File: config.mk
export PLATFORM = sky130hd
export DESIGN_NAME = int_addsub_fu
export DESIGN_NICKNAME = d
export VERILOG_FILES = /design/src/rtl/int_fu_pkg.sv /design/src/rtl/int_addsub_fu_slice.sv /design/src/rtl/int_addsub_fu.sv
export SDC_FILE = /design/constraint.sdc
export NUM_CORES = 1
export LEC_CHECK = 0
export CAP_MARGIN = 30
export CORE_MARGIN = 1.5
export CORE_UTILIZATION = 45
export CTS_BUF_LIST = sky130_fd_sc_hd__clkbuf_16
export DETAILED_ROUTE_END_ITERATION = 12
export PLACE_DENSITY = 0.74
export SLEW_MARGIN = 40
export SYNTH_ARGS = -nofsm -noshare
export SYNTH_HDL_FRONTEND = slang
export SYNTH_SLANG_ARGS = --single-unit
File: constraint.sdc
create_clock -name clk -period 5.6 [get_ports clk]
set_input_delay 0.56 -clock clk [delete_from_list [all_inputs] [get_ports clk]]
set_output_delay 0.56 -clock clk [all_outputs]
set_load 0.01 [all_outputs]
File: src/rtl/int_fu_pkg.sv
// Shared definitions for the scoreboard integer functional units: opcodes,
// FSM state encoding and default datapath widths.
package int_fu_pkg;

    localparam logic OP_ADD = 1'b0;
    localparam logic OP_SUB = 1'b1;

    localparam int DEF_WIDTH = 16;
    localparam int DEF_TAG_W = 3;

    typedef enum logic [1:0] {
        IDLE = 2'd0,
        EXEC = 2'd1,
        DONE = 2'd2
    } fu_state_t;

endpackage

File: src/rtl/int_addsub_fu_slice.sv
// Combinational SLICE_W-bit adder slice with carry in/out.
// With INT_ADDSUB_OVF_EN defined it also exports the carry into its MSB.
module addsub_slice #(
    parameter int SLICE_W = 4
) (
    input  logic [SLICE_W-1:0] a,
    input  logic [SLICE_W-1:0] b,
    input  logic               cin,
    output logic [SLICE_W-1:0] sum,
    output logic               cout
`ifdef INT_ADDSUB_OVF_EN
    ,
    output logic               c_msb
`endif
);

    logic c_top;

    // Split off the MSB so the carry into it is a real net, not a derived value.
    generate
        if (SLICE_W > 1) begin : g_split
            logic [SLICE_W-1:0] low;
            assign low = {1'b0, a[SLICE_W-2:0]} + {1'b0, b[SLICE_W-2:0]}
                       + {{(SLICE_W-1){1'b0}}, cin};
            assign c_top = low[SLICE_W-1];
            assign sum[SLICE_W-2:0] = low[SLICE_W-2:0];
        end else begin : g_single
            assign c_top = cin;
        end
    endgenerate

    assign {cout, sum[SLICE_W-1]} = {1'b0, a[SLICE_W-1]} + {1'b0, b[SLICE_W-1]}
                                  + {1'b0, c_top};

`ifdef INT_ADDSUB_OVF_EN
    assign c_msb = c_top;
`endif

endmodule

File: src/rtl/int_addsub_fu.sv
// Multi-cycle add/subtract unit: one SLICE_W-bit slice per clock, result held until granted.
// Optional signed-overflow output res_ovf is enabled by defining INT_ADDSUB_OVF_EN.
module int_addsub_fu
    import int_fu_pkg::*;
#(
    parameter int WIDTH   = DEF_WIDTH,
    parameter int SLICE_W = 4,
    parameter int TAG_W   = DEF_TAG_W
) (
    input  logic             clk,
    input  logic             rst,
    input  logic             issue_valid,
    output logic             issue_ready,
    input  logic             issue_op,
    input  logic [TAG_W-1:0] issue_tag,
    input  logic [WIDTH-1:0] src_a,
    input  logic [WIDTH-1:0] src_b,
    output logic             res_valid,
    input  logic             res_ready,
    output logic [WIDTH-1:0] res_data,
    output logic [TAG_W-1:0] res_tag,
    output logic             res_cout,
`ifdef INT_ADDSUB_OVF_EN
    output logic             res_ovf,
`endif
    output logic             busy
);

    localparam int NSL = WIDTH / SLICE_W;
    localparam int KW  = (NSL > 1) ? $clog2(NSL) : 1;
    localparam logic [KW-1:0] K_LAST = KW'(NSL - 1);

    fu_state_t          state_q;
    logic [KW-1:0]      k_q;
    logic               carry_q;
    logic [WIDTH-1:0]   a_q, b_q, acc_q, acc_d;
    logic [TAG_W-1:0]   tag_q, res_tag_q;
    logic               op_q;
    logic [WIDTH-1:0]   res_data_q;
    logic               res_cout_q;
    logic [SLICE_W-1:0] sl_a, sl_b, sl_sum;
    logic               sl_cout;
`ifdef INT_ADDSUB_OVF_EN
    logic               sl_cmsb;
    logic               res_ovf_q;
`endif

    always_comb begin
        sl_a  = a_q[k_q*SLICE_W +: SLICE_W];
        sl_b  = b_q[k_q*SLICE_W +: SLICE_W];
        acc_d = acc_q;
        acc_d[k_q*SLICE_W +: SLICE_W] = sl_sum;
    end

    addsub_slice #(.SLICE_W(SLICE_W)) u_slice (
        .a    (sl_a),
        .b    (sl_b),
        .cin  (carry_q),
        .sum  (sl_sum),
`ifdef INT_ADDSUB_OVF_EN
        .c_msb(sl_cmsb),
`endif
        .cout (sl_cout)
    );

    // Operands and partial sum carry no reset: they are always loaded before use.
    always_ff @(posedge clk) begin
        if (state_q == IDLE && issue_valid) begin
            a_q   <= src_a;
            b_q   <= src_b ^ {WIDTH{issue_op}};
            tag_q <= issue_tag;
            op_q  <= issue_op;
        end
        if (state_q == EXEC) begin
            acc_q <= acc_d;
        end
    end

    always_ff @(posedge clk or posedge rst) begin
        if (rst) begin
            state_q    <= IDLE;
            k_q        <= '0;
            carry_q    <= 1'b0;
            res_data_q <= '0;
            res_tag_q  <= '0;
            res_cout_q <= 1'b0;
`ifdef INT_ADDSUB_OVF_EN
            res_ovf_q  <= 1'b0;
`endif
        end else begin
            case (state_q)
                IDLE: begin
                    if (issue_valid) begin
                        carry_q <= issue_op;
                        k_q     <= '0;
                        state_q <= EXEC;
                    end
                end
                EXEC: begin
                    carry_q <= sl_cout;
                    k_q     <= k_q + KW'(1);
                    if (k_q == K_LAST) begin
                        res_data_q <= acc_d;
                        res_tag_q  <= tag_q;
                        // For SUB the raw carry is "no borrow", so invert it.
                        res_cout_q <= sl_cout ^ op_q;
`ifdef INT_ADDSUB_OVF_EN
                        res_ovf_q  <= sl_cmsb ^ sl_cout;
`endif
                        state_q    <= DONE;
                    end
                end
                DONE: begin
                    if (res_ready) begin
                        state_q <= IDLE;
                    end
                end
                default: state_q <= IDLE;
            endcase
        end
    end

    assign issue_ready = (state_q == IDLE);
    assign res_valid   = (state_q == DONE);
    assign busy        = (state_q != IDLE);
    assign res_data    = res_data_q;
    assign res_tag     = res_tag_q;
    assign res_cout    = res_cout_q;
`ifdef INT_ADDSUB_OVF_EN
    assign res_ovf     = res_ovf_q;
`endif

endmodule

; After elaboration in Yosys (flattened, before gate mapping)
; Index checks and enable logic that the tools add are counted.
[word_totals]
register_bits = 77
inputBits = 40
wordCells = 45
[op_classes]
addsub = 6
eq_ne = 6
shifts = 4
mux = 9
bitwise_logic = 2
reduce_logical = 7
[op_table]
columns = op, count
row1 = 4-bit negator with 34-bit output, 1
row2 = "4-bit by 34-bit variable shift with 16-bit output, first input constant", 1
row3 = 4-bit by 34-bit variable part select with 16-bit output, 1
row4 = 16-bit by 5-bit variable part select with 4-bit output, 2
row5 = 16-bit bitwise mux, 1
row6 = 16-bit XOR, 1
row7 = 2-bit two-way mux, 4
row8 = 2-bit one-hot mux with 3 select lines, 1
row9 = 3-bit by 3-bit adder with 4-bit output, 1
row10 = 4-bit by 1-bit adder with 4-bit output, 1
row11 = "2-bit == test, second input constant", 2
row12 = "2-bit by 1-bit inequality test with 1-bit output, second input constant", 2
row13 = 2-bit one-hot mux with 2 select lines, 1
row14 = 2-bit AND reduction, 2
row15 = 2-bit nonzero test, 2
row16 = 3-bit AND reduction, 1
row17 = 1-bit by 1-bit adder with 2-bit output, 1
row18 = 2-bit by 1-bit adder with 2-bit output, 1
row19 = "2-bit by 1-bit adder with 2-bit output, second input constant", 1
row20 = "2-bit by 1-bit == test with 1-bit output, second input constant", 1
row21 = 2-bit logical NOT, 1
row22 = "2-bit inequality test, second input constant", 1
row23 = 1-bit one-hot mux with 2 select lines, 1
row24 = 1-bit logical AND, 1
row25 = 2 further kinds, 2

; Depth between registers and ports, before layout
[depth]
ltp_word = 6
depth_mapped = 9
ltp_nobuf = 7

; Hierarchy
; From an unflattened synthesis, not the netlist that was laid out.
[hier_totals]
cells_unflattened = 229
area_unflattened_um2 = 3278.1
[by_module_without_submodules]
columns = mod, n_inst, cells_each, area_each_um2, seq_area_each_um2
row1 = int_addsub_fu, 1, 213, 3138.0, 2067.0
row2 = addsub_slice, 1, 16, 140.1, 0.0

; Worst setup path after synthesis
; No wires, ideal clock.
[synth_timing]
path_kind = flip-flop to flip-flop
startpoint = register k_q[0]
endpoint = register res_data_q[11] (netlist: res_data[11])
setup_time_ps = 81
arrival_time_ps = 2792
slack_ps = 2727
stages_incl_launch_ff = 10
n_path_buf = 2
period_less_slack_ps = 2873
cell_sequence = dfrtp_1 > buf_6 > buf_8 > mux4_2 > fa_1 > a21o_1 > a21oi_1 > fa_1 > or2b_1 > a31oi_2
[synth_between]
elab_chain_cells = 6
[synth_rtl]
columns = element, line
row1 = "start, declared", int_addsub_fu.sv:34  ; logic [KW-1:0] k_q;
row2 = "start signal, assigned", int_addsub_fu.sv:101  ; k_q <= k_q + KW'(1);
row3 = 16-bit by 5-bit variable part select with 4-bit output (on tied branches), "int_addsub_fu.sv:49, int_addsub_fu.sv:50"
row4 = 3-bit by 3-bit adder with 4-bit output, int_addsub_fu_slice.sv:23  ; assign low = {1'b0, a[SLICE_W-2:0]} + {1'b0, b[SLICE_W-2:0]}
row5 = 4-bit by 1-bit adder with 4-bit output, int_addsub_fu_slice.sv:24  ; + {{(SLICE_W-1){1'b0}}, cin};
row6 = 2-bit by 1-bit adder with 2-bit output, int_addsub_fu_slice.sv:33  ; + {1'b0, c_top};
row7 = 4-bit by 34-bit variable part select with 16-bit output, int_addsub_fu.sv:52  ; acc_d[k_q*SLICE_W +: SLICE_W] = sl_sum;
row8 = 16-bit bitwise mux, int_addsub_fu.sv:52
row9 = "end signal, assigned", int_addsub_fu.sv:84  ; res_data_q <= '0;
row10 = "end signal, assigned", int_addsub_fu.sv:103  ; res_data_q <= acc_d;
row11 = "end, declared", int_addsub_fu.sv:39  ; logic [WIDTH-1:0] res_data_q;
; Several ways; a longest one is shown, not always the timed one.
; A chain may end at the register's enable or synchronous reset.

; Final worst setup path
; Same ends and word-level chain as after synthesis.

==> summary.md <==
| Metric | Value |
|---|---|
| Die width | 91.55 um |
| Setup_tns | 0 ns |
| Total CTS buffers | 9 |
| Startpoint types | register |
| Post-DP HPWL | around 4300 um |
| Share of cells above drive strength 1 | about 16% |
| Vias in the first global route | 2058 |
| # resized after CTS | 0 |
| Fin crit share | 55.19% |
| Largest net degree at the start of global routing | 37 |
| Post-synth cell types | 40 |
| IO Pins | 63 |
| Routability-driven placement congestion ratio | about 0.74 |
| Clock-pin slew on the worst setup and hold paths | 0.06 ns |
| Final Hold Fails | 0 |
| Site Rows | 32 |
| CP endpoint | res_data[11] |
| Post-synth top area share | 44.26% |
| Core area | 0.007647 mm2 |
| Max-Cap Viols | 0 |
| Htree depth | 3 |
| Synth Area per Inst | 14.70 um2 |
| Max Fanout on Critical Path | 21 |
| Power density over cell area | 602.1 mW/mm2 |
| Post CTS Setup Buffer Count | 0 |
| # port buffers | 62 |
| Yosys reg bits | 77 |
| Seq/Total Area, Yosys | ~62% |
| Clock sinks | 77 |
| Worst-Margin Slew | 0.8135 ns |
| CTS Hold Bufs | 0 |
| Post-DRT Antenna Nets | 0 |
| Setup repair after global routing missed its margin | no |
| N_diodes | 0 |
| Starting Density | 46.14% |
| Die Height | slightly above 90 um |
| Worst Path Arrival | 3.34 ns |
| Fmax | 323.6 MHz |
| Post-layout nets | 357 |
| Post-Syn Area | 0.003528 mm2 |
| Yosys warnings | 0 |
| Area of the multi-input gates | 0.001214 mm2 |
| Die area | 0.008381 mm2 |
| Total routed wirelength | 5988 um |
| 1st-iter DRT viols | 62 |
| Setup WS pre-CTS | 2.195 ns |
| Status | completed |
| Final worst setup slack | 2.509 ns |
| CP endpoint kind | register |
| 1st-pass router iterations | 4 |
| Fin. max-slew vios | 0 |
| Vias | between 2000 and 2500 |
| Vias/cell | 4.954 |
| Critical R2R Capture | res_data[11] |
| Worst reg-to-reg path cell count | 7 |
| Syn nets | between 200 and 300 |
| Grt total ovfl | 0 |
| CP required | 5.85 ns |
| CP Launch Point | k_q[0] |
| Total GRT Usage | 15.60% |
| Final Skew | roughly 0.0037 ns |
| Clock latency at the later pin of the worst-skew pair | 0.33 ns |
| Seq. cell area | 0.002188 mm2 |
| Minimum clock period | approximately 3.1 ns |
| Final setup violation count | 0 |
| Pleak | 1.749 nW |
| Synth area leader | edfxtp_1 |
| # DRC | 0 |
| R2R setup slack | 2.51 ns |
| R2r startpoint | k_q[0] |
| Peak supply drop | 0.3200 mV |
| Critical path class | reg -> reg |
| CTS tree | yes |
| Longest Clk Path Bufs | 2 |
| CTS Root Cell | clkbuf_16 |
| Post-DR wirelength/cell | 14.50 um |
| Area grow syn2layout | 28.48% |
| Synth area leaders | edfxtp_1 (44%), dfrtp_1 (18%), mux4_2 (5.1%) |
| FILL cells | 598 |
| Post-Synthesis Cells | 240 |
| Slew HR | a little under half |
| Global-route wire length before repair | 9894 um |
| Hold Path Class | reg -> reg |
| Initial antenna violation count | 0 |
## cell type report
class | instances | share of cell area [%]
sequential | 77 | 48.27
multi-input combinational | 141 | 26.77
clock inverter | 7 | 2.181
inverter | 13 | 1.076
timing repair buffer | 64 | 13.91
tap | 102 | 2.815
clock buffer | 9 | 4.968
## sequential cells by signal, indices dropped and copies added, names as in the netlist
signal / cells
a_q: 16
acc_q: 16
b_q: 16
res_data: 16
res_tag: 3
tag_q: 3
k_q: 2
state_q: 2
carry_q: 1
op_q: 1
res_cout: 1
## how the worst min path moves through the flow
| stage | startpoint | endpoint | slack [ns] | cells past startpoint |
|---|---|---|---|---|
| floorplan | tag_q[0] | res_tag[0] | 0.45 | 1 |
| global placement | tag_q[2] | res_tag[2] | 0.46 | 1 |
| global route | tag_q[1] | res_tag[1] | 0.50 | 1 |
| finish | tag_q[2] | res_tag[2] | 0.48 | 1 |
| CTS | tag_q[2] | res_tag[2] | 0.48 | 1 |
| detailed placement | tag_q[2] | res_tag[2] | 0.47 | 1 |
## per-layer routing
layer  track usage [%]  wire (um)
met5                 0          0
met1             19.62       2648
met2             25.62       2933
met3             3.099        286
met4             7.813        119
## kinds of logic (layout without fill, tap and decap cells)
group / count (synthesis) / in the layout / share of synthesized area [%]
flops: 77 / 77 / 61.99
simple gates: 72 / 72 / 11.28
compound gates: 23 / 23 / 5.957
buf+inv: 22 / 93 / 3.617
xor+xnor: 18 / 18 / 4.468
fa+ha+maj: 11 / 11 / 4.539
mux: 17 / 17 / 8.156
## worst max-delay path, cell delays in order (launching register included)
cell     delay (ns)
dfrtp_2        0.67
mux4_2         0.60
fa_1           0.44
a21o_1         0.17
a21oi_1        0.19
fa_1           0.50
or2b_1         0.28
a31oi_2        0.17
## stage by stage
step / hold WS [ns] / instance area, um2 / instances / total power [mW] / util [%]
3_5_place_dp: 0.4695 / 4208 / 397 / 2.140 / 55.02
6_report: 0.4783 / 4533 / 413 / 2.729 / 59.28
5_1_grt: 0.5011 / 4533 / 413 / 2.908 / 59.28
2_1_floorplan: 0.4538 / 3528 / 240 / 1.768 / -
4_1_cts: 0.4829 / 4532 / 413 / 2.766 / 59.26
3_3_place_gp: 0.4564 / 4213 / 397 / 2.104 / 55.09
## cell usage after synthesis, drive strengths merged
cell type,count
nor4bb,2
mux4,8
and4bb,2
buf,8
nand3b,2
nand2,16
a21oi,3
a31oi,13
or2b,1
nand3,3
mux2,8
ha,8
xnor2,2
nor2b,3
o21bai,1
nand4b,1
mux2i,1
or2,1
and3b,2
o22ai,2
nand4,1
nor2,19
nor3b,1
edfxtp,52
nand2b,16
xor2,16
a21o,2
and2,1
clkbuf,1
dfrtp,25
o21a,1
and2b,1
a22o,1
fa,3
inv,13
## where the power goes
part | internal [mW] | total, mW | switching [mW]
combinational | 0.567 | 1.11 | 0.543
sequential | 0.876 | 1.00 | 0.128
clock | 0.391 | 0.615 | 0.224
## cells in the final DEF (no fill, tap or decap), types with 2 or more instances in the layout
master,count
a21o_1,2
a21oi_1,3
a31oi_1,3
a31oi_2,10
and3b_1,2
buf_4,2
bufinv_16,2
clkbuf_16,9
clkdlybuf4s50_1,61
clkinvlp_4,4
dfrtp_1,24
edfxtp_1,52
fa_1,3
ha_1,8
inv_1,12
mux2_2,6
mux2_4,2
mux4_2,8
nand2_1,16
nand2b_1,16
nand3_1,3
nand3b_1,2
nor2_1,19
nor2b_1,3
nor4bb_1,2
o22ai_1,2
xnor2_1,2
xor2_1,16
No activity file was read; power rests on OpenSTA's default activity.
